File: config.mk
export PLATFORM = sky130hd
export DESIGN_NAME = lcg_ctrl
export DESIGN_NICKNAME = d
export VERILOG_FILES = /design/src/rtl/lcg_ctrl.sv
export SDC_FILE = /design/constraint.sdc
export NUM_CORES = 1
export LEC_CHECK = 0
export CAP_MARGIN = 20
export CORE_MARGIN = 10
export CORE_UTILIZATION = 45
export CTS_CLUSTER_SIZE = 40
export DETAILED_ROUTE_END_ITERATION = 16
export HOLD_SLACK_MARGIN = 0.05
export PLACE_DENSITY_LB_ADDON = 0.08
export SLEW_MARGIN = 20
export SYNTH_ARGS = -nofsm -noshare
export SYNTH_HDL_FRONTEND = slang
export SYNTH_SLANG_ARGS = --single-unit
export TNS_END_PERCENT = 1
File: constraint.sdc
create_clock -name clk -period 4.4 [get_ports clk]
set_input_delay 1.32 -clock clk [delete_from_list [all_inputs] [get_ports clk]]
set_output_delay 1.32 -clock clk [all_outputs]
set_load 0.05 [all_outputs]
File: src/rtl/lcg_ctrl.sv
// lcg_ctrl: LCG sequencer x(n+1) = A*x(n) + C mod 2^WIDTH.
// Drives an external iterative multiplier and presents words on valid/ready.
module lcg_ctrl #(
   parameter int          WIDTH       = 32,
   parameter logic [31:0] MULT_A      = 32'd1664525,
   parameter logic [31:0] INC_C       = 32'd1013904223,
   parameter int          TIMEOUT_CYC = 64
) (
   input  logic             clk,
   input  logic             rst,
   input  logic             run,
   input  logic             seed_load,
   input  logic [WIDTH-1:0] seed_data,
   output logic             out_valid,
   input  logic             out_ready,
   output logic [WIDTH-1:0] out_data,
   output logic             busy,
   output logic             err,
   output logic [WIDTH-1:0] mul_a,
   output logic [WIDTH-1:0] mul_b,
   output logic             mul_enable,
   input  logic             mul_done,
   input  logic [WIDTH-1:0] mul_result
);

   localparam int CW = $clog2(TIMEOUT_CYC + 1);
   localparam logic [CW-1:0]    CNT_LAST = CW'(TIMEOUT_CYC - 1);
   localparam logic [WIDTH-1:0] A_W      = WIDTH'(MULT_A);
   localparam logic [WIDTH-1:0] C_W      = WIDTH'(INC_C);

   typedef enum logic [2:0] {
      IDLE,
      MUL_REQ,
      MUL_REL,
      ADD,
      DRAIN
   } state_t;

   state_t           state_q, state_d;
   logic [WIDTH-1:0] x_q, x_d;
   logic [WIDTH-1:0] prod_q, prod_d;
   logic [WIDTH-1:0] data_q, data_d;
   logic             valid_q, valid_d;
   logic             err_q, err_d;
   logic             en_q, en_d;
   logic [CW-1:0]    cnt_q, cnt_d;
   logic [WIDTH-1:0] sum;

   assign sum        = prod_q + C_W;
   assign out_valid  = valid_q;
   assign out_data   = data_q;
   assign err        = err_q;
   assign mul_enable = en_q;
   assign mul_a      = x_q;
   assign mul_b      = A_W;
   assign busy       = (state_q != IDLE);

   always_ff @(posedge clk) begin
      if (rst) begin
         state_q <= IDLE;
         x_q     <= '0;
         prod_q  <= '0;
         data_q  <= '0;
         valid_q <= 1'b0;
         err_q   <= 1'b0;
         en_q    <= 1'b0;
         cnt_q   <= '0;
      end else begin
         state_q <= state_d;
         x_q     <= x_d;
         prod_q  <= prod_d;
         data_q  <= data_d;
         valid_q <= valid_d;
         err_q   <= err_d;
         en_q    <= en_d;
         cnt_q   <= cnt_d;
      end
   end

   always_comb begin
      state_d = state_q;
      x_d     = x_q;
      prod_d  = prod_q;
      data_d  = data_q;
      valid_d = valid_q;
      err_d   = err_q;
      en_d    = en_q;
      cnt_d   = cnt_q;

      if (valid_q && out_ready)
         valid_d = 1'b0;

      // a seed always wins: drop the request and discard any pending word
      if (seed_load) begin
         x_d     = seed_data;
         err_d   = 1'b0;
         valid_d = 1'b0;
         en_d    = 1'b0;
      end

      unique case (state_q)
         IDLE: begin
            if (!seed_load && run && !valid_q && !mul_done) begin
               en_d    = 1'b1;
               cnt_d   = '0;
               state_d = MUL_REQ;
            end
         end
         MUL_REQ: begin
            if (seed_load) begin
               state_d = DRAIN;
            end else if (mul_done) begin
               prod_d  = mul_result;
               en_d    = 1'b0;
               state_d = MUL_REL;
            end else if (cnt_q == CNT_LAST) begin
               err_d   = 1'b1;
               en_d    = 1'b0;
               state_d = DRAIN;
            end else begin
               cnt_d = cnt_q + CW'(1);
            end
         end
         MUL_REL: begin
            if (seed_load)
               state_d = DRAIN;
            else if (!mul_done)
               state_d = ADD;
         end
         ADD: begin
            if (!seed_load) begin
               x_d     = sum;
               data_d  = sum;
               valid_d = 1'b1;
            end
            state_d = IDLE;
         end
         DRAIN: begin
            if (!mul_done)
               state_d = IDLE;
         end
         default: begin
            en_d    = 1'b0;
            state_d = IDLE;
         end
      endcase
   end

endmodule

==> results.ini, run 1 <==
[pwr]
power_switching_w = 0.000625
total_power_w = 0.00223
intPower_w = 0.00160
leakagePower_nw = 2.44
seqPwrFrac_pct = 46.7
ir_worst_vdd_uv = 192
p_sw_share_pct = 28.1
p_clk_share_pct = 36.3
comb_power_share_pct = 17.0
power_density_nw_per_um2 = 322

[logic_synthesis]
async_reset_ff_share_pct = 0
synth.avg_cell_area_um2 = 7.89
synth_edf_count = 0
syn_inst = 680
yosys_warnings = 0
syn_area_um2 = 5360
synthFlopType = dfxtp_1
synth-seq-cells = 109
yosysUniqueCellTypes = 60
yosysSeqAreaShare_pct = 40.7

[final_layout]
final_common_cell = clkdlybuf4s50_1
layout.cells.non_filler = 930
num_antenna_cells = 0
drive_gt1_share_pct = 4.70
mostFrequentLayoutCells = 135 x clkdlybuf4s50_1, 120 x nand2_1, 109 x dfxtp_1
final_nets = 854
area_delta_synth_final_pct = 29.0

[sta]
rsz0062_at_grt = no
fin_skew_ns = 0.00737
slew_violations = 0
setup_viol = 0
period_share_pct = 75.1
setup_tns_ns = 0
fmax_mhz = 303
finalWorstSetupSlack_ns = 1.10
hold_viol_final = 0
min_period_ns = 3.30
maxSlewHeadroom_pct = 40.5
tightestPinTransition_ns = 0.891

[global_routing]
grt_usage_pct = 19.1
grt_pass1_wl_mm = 25.8
antenna_found_initial = 0
grt-ovfl-total = 0
grt_max_degree = 82
first_global_vias = 4876

[clock_tree]
cts-htree-levels = 3
post_cts_buffers = 0
numCtsBuffers = 9
clkLatencyLatePin_ns = 0.35
cts_tree = built
cts-root-buf = clkbuf_16
cts.reportedPaths.clkPinSlew_ns = 0.07
ctsHoldBuffers = 0
cts_buffer_depth = 2
clock-sinks = 109
cts_resized = 0

[floorplanning]
die_area_um2 = 16700
fp.dieW_um = 129
dieHeight_um = 129
start_util_pct = 46.4
io_pins = 170
rows = 39
core_um2 = 11600

[drt]
drt_iter0_drc = 402
vias = 5146
firstDrtPassIters = 5
route.detailed.drc = 0
via_per_inst = 5.53
ant_nets = 0
wire_per_inst_um = 17.8
wl_mm = 16.5

[outcome]
outcome = finished, final reports clean

[placement]
hpwl_mm = 12.1
port_buffers = 137
place_ws_ns = 1.22
finalWeightedCongestion = 0.906
dp_cells = 914

[critical_path]
ff2ff_setup_slack_ns = 1.85
cp_data_arrival_time_ns = 1.98
cp_slowest_cell = clkdlybuf4s50_1
worstSetupStartpointType = flop
ff2ff_path_depth = 8
cp_data_required_time_ns = 3.08
criticalPathCategory = flop to output port
end_kind = output port
cpPeakStageDelay_ns = 0.82
crit_chain = or3_1 > clkdlybuf4s50_1
critPathMaxFanout = 14
r2r_end = out_data[28]
cp_top_family = buffers and inverters
worst-path-buf-inv = 1
r2r_start = prod_q[0]

[min_path]
hp-start = out_data[16]
min_to = out_data[16]
whs_path_depth = 2
min_path_type = flop to flop

[job]
cap_violations = 0

-- synth_stat cells (4+ instances only) --
cell type  number  area (um2)
buf_4          32         240
nor2_1         62         233
nand4_1        12        75.1
clkbuf_1       42         158
or3_1           4        25.0
a311oi_1        5        43.8
o211ai_1        4        30.0
o22ai_1         6        37.5
and4_1          6        52.6
nor2b_1         6        37.5
inv_1          10        37.5
a21oi_1        75         375
nor3_1         13        65.1
nand3_1         6        30.0
xor2_1         14         123
nor3b_1         5        37.5
dfxtp_1       109        2180
o21ai_1        10        50.1
o21a_1          4        30.0
buf_2           7        35.0
xnor2_1        15         131
a211oi_1       24         180
o21ai_0        24         120
nand2_1       120         450
a31oi_1         8        50.1
-- kinds of logic after synthesis --
group           Yosys count  synth area share [%]
simple gates            253                  21.5
compound gates          191                  23.3
flops                   109                  40.7
buf+inv                  94                  9.26
xor+xnor                 29                  4.74
fa+ha+maj                 2                 0.466
other cells               2                 0.140
-- area by class of cell --
type | count | area [um2]
well taps | 143 | 179
flip-flops and latches | 109 | 2180
repair buffers | 145 | 1420
multi-input cells | 507 | 2810
clock inverters | 4 | 47.5
inverters | 10 | 37.5
fillers | 1075 | 4640
clock buffers | 12 | 246
-- worst register-to-register path: cells and delay by family (launching register included) --
kind	cells	cell delay, ns
flops	1	0.41
compound gates	4	0.84
simple gates	1	0.49
xor+xnor	1	0.33
buf+inv	1	0.15
fa+ha+maj	1	0.22
-- worst max path at each step --
stage | from | endpoint | slack (ns) | depth (start not counted)
after floorplan | mul_done | state_q[0] | 1.84 | 5
after global placement | run | cnt_q[3] | 1.27 | 7
after detailed placement | run | cnt_q[5] | 1.22 | 7
after CTS | state_q[0] | busy | 1.09 | 2
after global routing | state_q[0] | busy | 1.01 | 2
final | state_q[0] | busy | 1.10 | 2
-- sequential cells by signal (all words and copies together) (netlist names) --
name	flops
cnt_q	7
out_valid	1
mul_enable	1
state_q	3
prod_q	32
mul_a	32
out_data	32
err	1
-- routing by layer --
layer  wire [um]  vias up  track usage, %
met4         219        0            4.15
met2        7760      228            31.1
met1        6950     2373            24.0
li1            -     2517               -
met3        1580       28            6.44
met5           0        -               0
-- metrics by stage --
stage,hold slack [ns],instance area [um2],utilization [%]
floorplan,0.449,5480,-
global placement,0.444,6630,57.3
detailed placement,0.451,6630,57.3
CTS,0.460,6920,59.9
global route,0.481,6920,59.9
finish,0.460,6920,59.9
-- power by group through the flow --
stage	Combinational, W	Clock, W	Sequential, W
floorplan	0.000204	0	0.00112
global placement	0.000372	0	0.00106
detailed placement	0.000376	0	0.00106
CTS	0.000378	0.000828	0.00104
global route	0.000402	0.000870	0.00104
finish	0.000379	0.000807	0.00104
No activity file was read; power rests on OpenSTA's default activity.
==> inputs of run 2 (changes only) <==
==> constraint.sdc (replaced) <==
create_clock -name clk -period 3.1 [get_ports clk]
set_input_delay 0.93 -clock clk [delete_from_list [all_inputs] [get_ports clk]]
set_output_delay 0.93 -clock clk [all_outputs]
set_load 0.05 [all_outputs]
==> run 2 against run 1 <==
Clock power is 52% higher; design area is 0.92% higher; sequential share of layout area is 0.29 points lower; via count is 0.58% lower; sequential cell count is the same; largest power group unchanged; clock-buffer cell count decreased by 3.
==> results.ini, run 2 (synthesis results as in run 1) <==
[critical_path]
end_kind = output port
criticalPathCategory = flop to output port
cp_data_arrival_time_ns = 1.93
cp_data_required_time_ns = 2.17
r2r_end = out_data[28]
ff2ff_setup_slack_ns = 0.60
critPathMaxFanout = 11
worstSetupStartpointType = flop
ff2ff_path_depth = 8
r2r_start = prod_q[0]

[min_path]
min_to = out_data[20]
min_path_type = flop to flop
whs_path_depth = 2
hp-start = out_data[20]

[outcome]
outcome = finished, final reports clean

[floorplanning]
fp.dieW_um = 129
start_util_pct = 46.4
die_area_um2 = 16700
dieHeight_um = 129
io_pins = 170
rows = 39
core_um2 = 11600

[clock_tree]
clkLatencyLatePin_ns = 0.35
ctsHoldBuffers = 0
cts_resized = 0
cts_buffer_depth = 2
cts_tree = built
cts-root-buf = clkbuf_16
post_cts_buffers = 0
numCtsBuffers = 9
cts-htree-levels = 3
cts.reportedPaths.clkPinSlew_ns = 0.07
clock-sinks = 109

[pwr]
leakagePower_nw = 2.47
ir_worst_vdd_uv = 479
p_clk_share_pct = 37.8
p_sw_share_pct = 28.0
total_power_w = 0.00324
power_density_nw_per_um2 = 464
intPower_w = 0.00233
seqPwrFrac_pct = 45.5
power_switching_w = 0.000906
comb_power_share_pct = 16.7

[sta]
hold_ws_ns = 0.457
period_share_pct = 92.3
setup_tns_ns = 0
slew_violations = 0
min_period_ns = 2.86
hold_viol_final = 0
rsz0062_at_grt = no
tightestPinTransition_ns = 0.869
fin_skew_ns = 0.00774
maxSlewHeadroom_pct = 42.1
setup_viol = 0
fmax_mhz = 349

[final_layout]
area_delta_synth_final_pct = 30.2
mostFrequentLayoutCells = 135 x clkdlybuf4s50_1, 120 x nand2_1, 109 x dfxtp_1
num_antenna_cells = 0
drive_gt1_share_pct = 5.44
fin_util_pct = 60.4
final_common_cell = clkdlybuf4s50_1
n_fill_cell = 1063
final_nets = 858

[job]
cap_violations = 0

[drt]
drt_iter0_drc = 407
vias = 5116
firstDrtPassIters = 5
ant_nets = 0
via_per_inst = 5.48
wl_mm = 16.3
wire_per_inst_um = 17.5
route.detailed.drc = 0

[placement]
hpwl_mm = 12.2
finalWeightedCongestion = 0.900
port_buffers = 137

[global_routing]
grt_usage_pct = 19.1
grt_pass1_wl_mm = 25.6
grt_max_degree = 82
antenna_found_initial = 0
grt-ovfl-total = 0
first_global_vias = 4865

run 2: how the worst max path moves through the flow:
| stage | from | end | cells past startpoint |
|---|---|---|---|
| floorplan | mul_done | state_q[0] | 5 |
| global placement | mul_done | state_q[0] | 5 |
| detailed placement | mul_done | state_q[0] | 5 |
| CTS | state_q[1] | busy | 2 |
| global route | state_q[1] | busy | 2 |
| finish | state_q[1] | busy | 2 |
run 2: layout make-up:
cell class / instances / area, um2 / share of cell area (%)
inverter: 10 / 37.5 / 0.537
timing repair buffer: 149 / 1460 / 21.0
clock buffer: 9 / 225 / 3.22
sequential: 109 / 2180 / 31.2
multi-input combinational: 507 / 2810 / 40.2
clock inverter: 7 / 90.1 / 1.29
tap: 143 / 179 / 2.56
run 2: per-stage QoR:
stage               setup WS, ns  cells  instance area (um2)
CTS                        0.220    934                 6990
floorplan                  0.931    710                 5480
detailed placement         0.381    918                 6670
global route               0.176    934                 6990
global placement           0.429    918                 6670
finish                     0.238    934                 6990
run 2: critical path, cell delays in order, from the launching register on:
cell and delay (ns):
dfxtp_1 0.40, or3_1 0.46, clkdlybuf4s50_1 0.73
run 2: per-layer routing:
layer	up-vias	global-route usage, %	wire [um]
met5	-	0	0
met4	0	4.35	162
met3	13	5.38	1260
met2	197	31.3	7700
met1	2370	24.3	7220
li1	2536	-	-
run 2: power groups by stage:
stage	clock network, W	registers [W]	logic, W
2_1_floorplan	0	0.00159	0.000289
3_3_place_gp	0	0.00150	0.000535
3_5_place_dp	0	0.00151	0.000539
4_1_cts	0.00125	0.00147	0.000541
5_1_grt	0.00130	0.00148	0.000577
6_report	0.00123	0.00147	0.000542
==> inputs of run 3 (changes only) <==
--- a/config.mk
+++ b/config.mk
@@ -7,7 +7,8 @@
 export LEC_CHECK = 0
 export CAP_MARGIN = 20
 export CORE_MARGIN = 10
-export CORE_UTILIZATION = 45
+export CORE_UTILIZATION = 42
+export CTS_CLUSTER_DIAMETER = 200
 export CTS_CLUSTER_SIZE = 40
 export DETAILED_ROUTE_END_ITERATION = 16
 export HOLD_SLACK_MARGIN = 0.05
==> constraint.sdc (replaced) <==
create_clock -name clk -period 2.4 [get_ports clk]
set_input_delay 0.72 -clock clk [delete_from_list [all_inputs] [get_ports clk]]
set_output_delay 0.72 -clock clk [all_outputs]
set_load 0.05 [all_outputs]
==> run 3 against run 2 <==
Register-to-register slack worse by 0.47 ns; first-iteration DRC count up 14%; clock power up 20%; worst setup slack worse by 0.13 ns; clock skew down 0.00057 ns; critical path depth down 1.
==> results.ini, run 3 (synthesis results as in run 1) <==
[global_routing]
grt_usage_pct = 18.7
grt_max_degree = 49
grt-ovfl-total = 0
grt_pass1_wl_mm = 26.9
antenna_found_initial = 0
first_global_vias = 5024

[critical_path]
end_kind = output port
cp_data_arrival_time_ns = 1.57
cpPeakStageDelay_ns = 0.83
cp_top_family = buffers and inverters
critPathMaxFanout = 2
worst-path-buf-inv = 1
crit_chain = clkdlybuf4s50_1
cp_slowest_cell = clkdlybuf4s50_1
cp_data_required_time_ns = 1.68
criticalPathCategory = flop to output port
worstSetupStartpointType = flop

[drt]
route.detailed.drc = 0
wire_per_inst_um = 17.5
firstDrtPassIters = 5
vias = 5185
ant_nets = 0
wl_mm = 17.2
drt_iter0_drc = 464
via_per_inst = 5.28

[final_layout]
mostFrequentLayoutCells = 134 x clkdlybuf4s50_1, 120 x nand2_1, 109 x dfxtp_1
num_antenna_cells = 0
final_nets = 879
area_delta_synth_final_pct = 33.5
final_common_cell = clkdlybuf4s50_1
drive_gt1_share_pct = 7.78
layout.cells.non_filler = 982
fin_util_pct = 57.0

[clock_tree]
cts-htree-levels = 3
clock-sinks = 109
cts_tree = built
cts-root-buf = clkbuf_16
clkLatencyLatePin_ns = 0.36
numCtsBuffers = 9
ctsHoldBuffers = 0
cts_buffer_depth = 2
cts.reportedPaths.clkPinSlew_ns = 0.07

[placement]
port_buffers = 137
hpwl_mm = 12.8
finalWeightedCongestion = 0.883
dp_cells = 968

[floorplanning]
io_pins = 170
rows = 41
die_area_um2 = 17700
dieHeight_um = 133
fp.dieW_um = 133
start_util_pct = 42.7
core_um2 = 12600

[sta]
hold_viol_final = 0
fin_skew_ns = 0.00717
setup_tns_ns = 0
maxSlewHeadroom_pct = 62.7
tightestPinTransition_ns = 0.558
slew_violations = 0
setup_viol = 0
rsz0062_at_grt = no
min_period_ns = 2.29
fmax_mhz = 436
period_share_pct = 95.6

[pwr]
power_density_nw_per_um2 = 574
ir_worst_vdd_uv = 437
leakagePower_nw = 2.58
total_power_w = 0.00411

[outcome]
outcome = finished, final reports clean

[job]
cap_violations = 0

[min_path]
min_path_type = flop to flop

## run 3: final timing paths
kind / start / endpoint / slack, ns / cells past startpoint
max: out_data[19] / out_data[19] / 0.11 / 1
min reg2reg: out_data[20] / out_data[20] / 0.46 / 2
max reg2reg: prod_q[7] / mul_a[21] / 0.13 / 7
min: out_data[20] / out_data[20] / 0.46 / 2
## run 3: power by group
part | leakage [nW] | internal (W) | switching (W) | total, W
logic | 1.56 | 0.000261 | 0.000458 | 0.000719
registers | 0.885 | 0.00186 | 0.0000474 | 0.00191
clock network | 0.139 | 0.000826 | 0.000657 | 0.00148
## run 3: what timing repair did
action,4_1_cts,5_1_grt
setup buffers,0,0
resized for setup,0,3
setup endpoints to repair,0,4
## run 3: cell type report
class | instances | area [um2]
flip-flops and latches | 109 | 2180
inverters | 10 | 37.5
clock inverters | 2 | 35.0
well taps | 172 | 215
multi-input cells | 507 | 2820
repair buffers | 170 | 1620
fillers | 1205 | 5410
clock buffers | 12 | 246
## run 3: routing by layer
layer	global-route usage [%]	up-vias	wire (um)
met5	0	-	0
met3	6.25	19	1400
met1	24.0	2409	7720
li1	-	2568	-
met2	29.2	189	7820
met4	4.89	0	227
## run 3: through the flow
| step | instance area [um2] | hold slack, ns | worst slack, ns |
|---|---|---|---|
| floorplan | 5480 | 0.449 | 0.417 |
| global placement | 6860 | 0.444 | 0.0762 |
| detailed placement | 6860 | 0.450 | 0.0215 |
| CTS | 7140 | 0.460 | 0.0223 |
| global route | 7160 | 0.485 | 0.00660 |
| finish | 7160 | 0.459 | 0.105 |
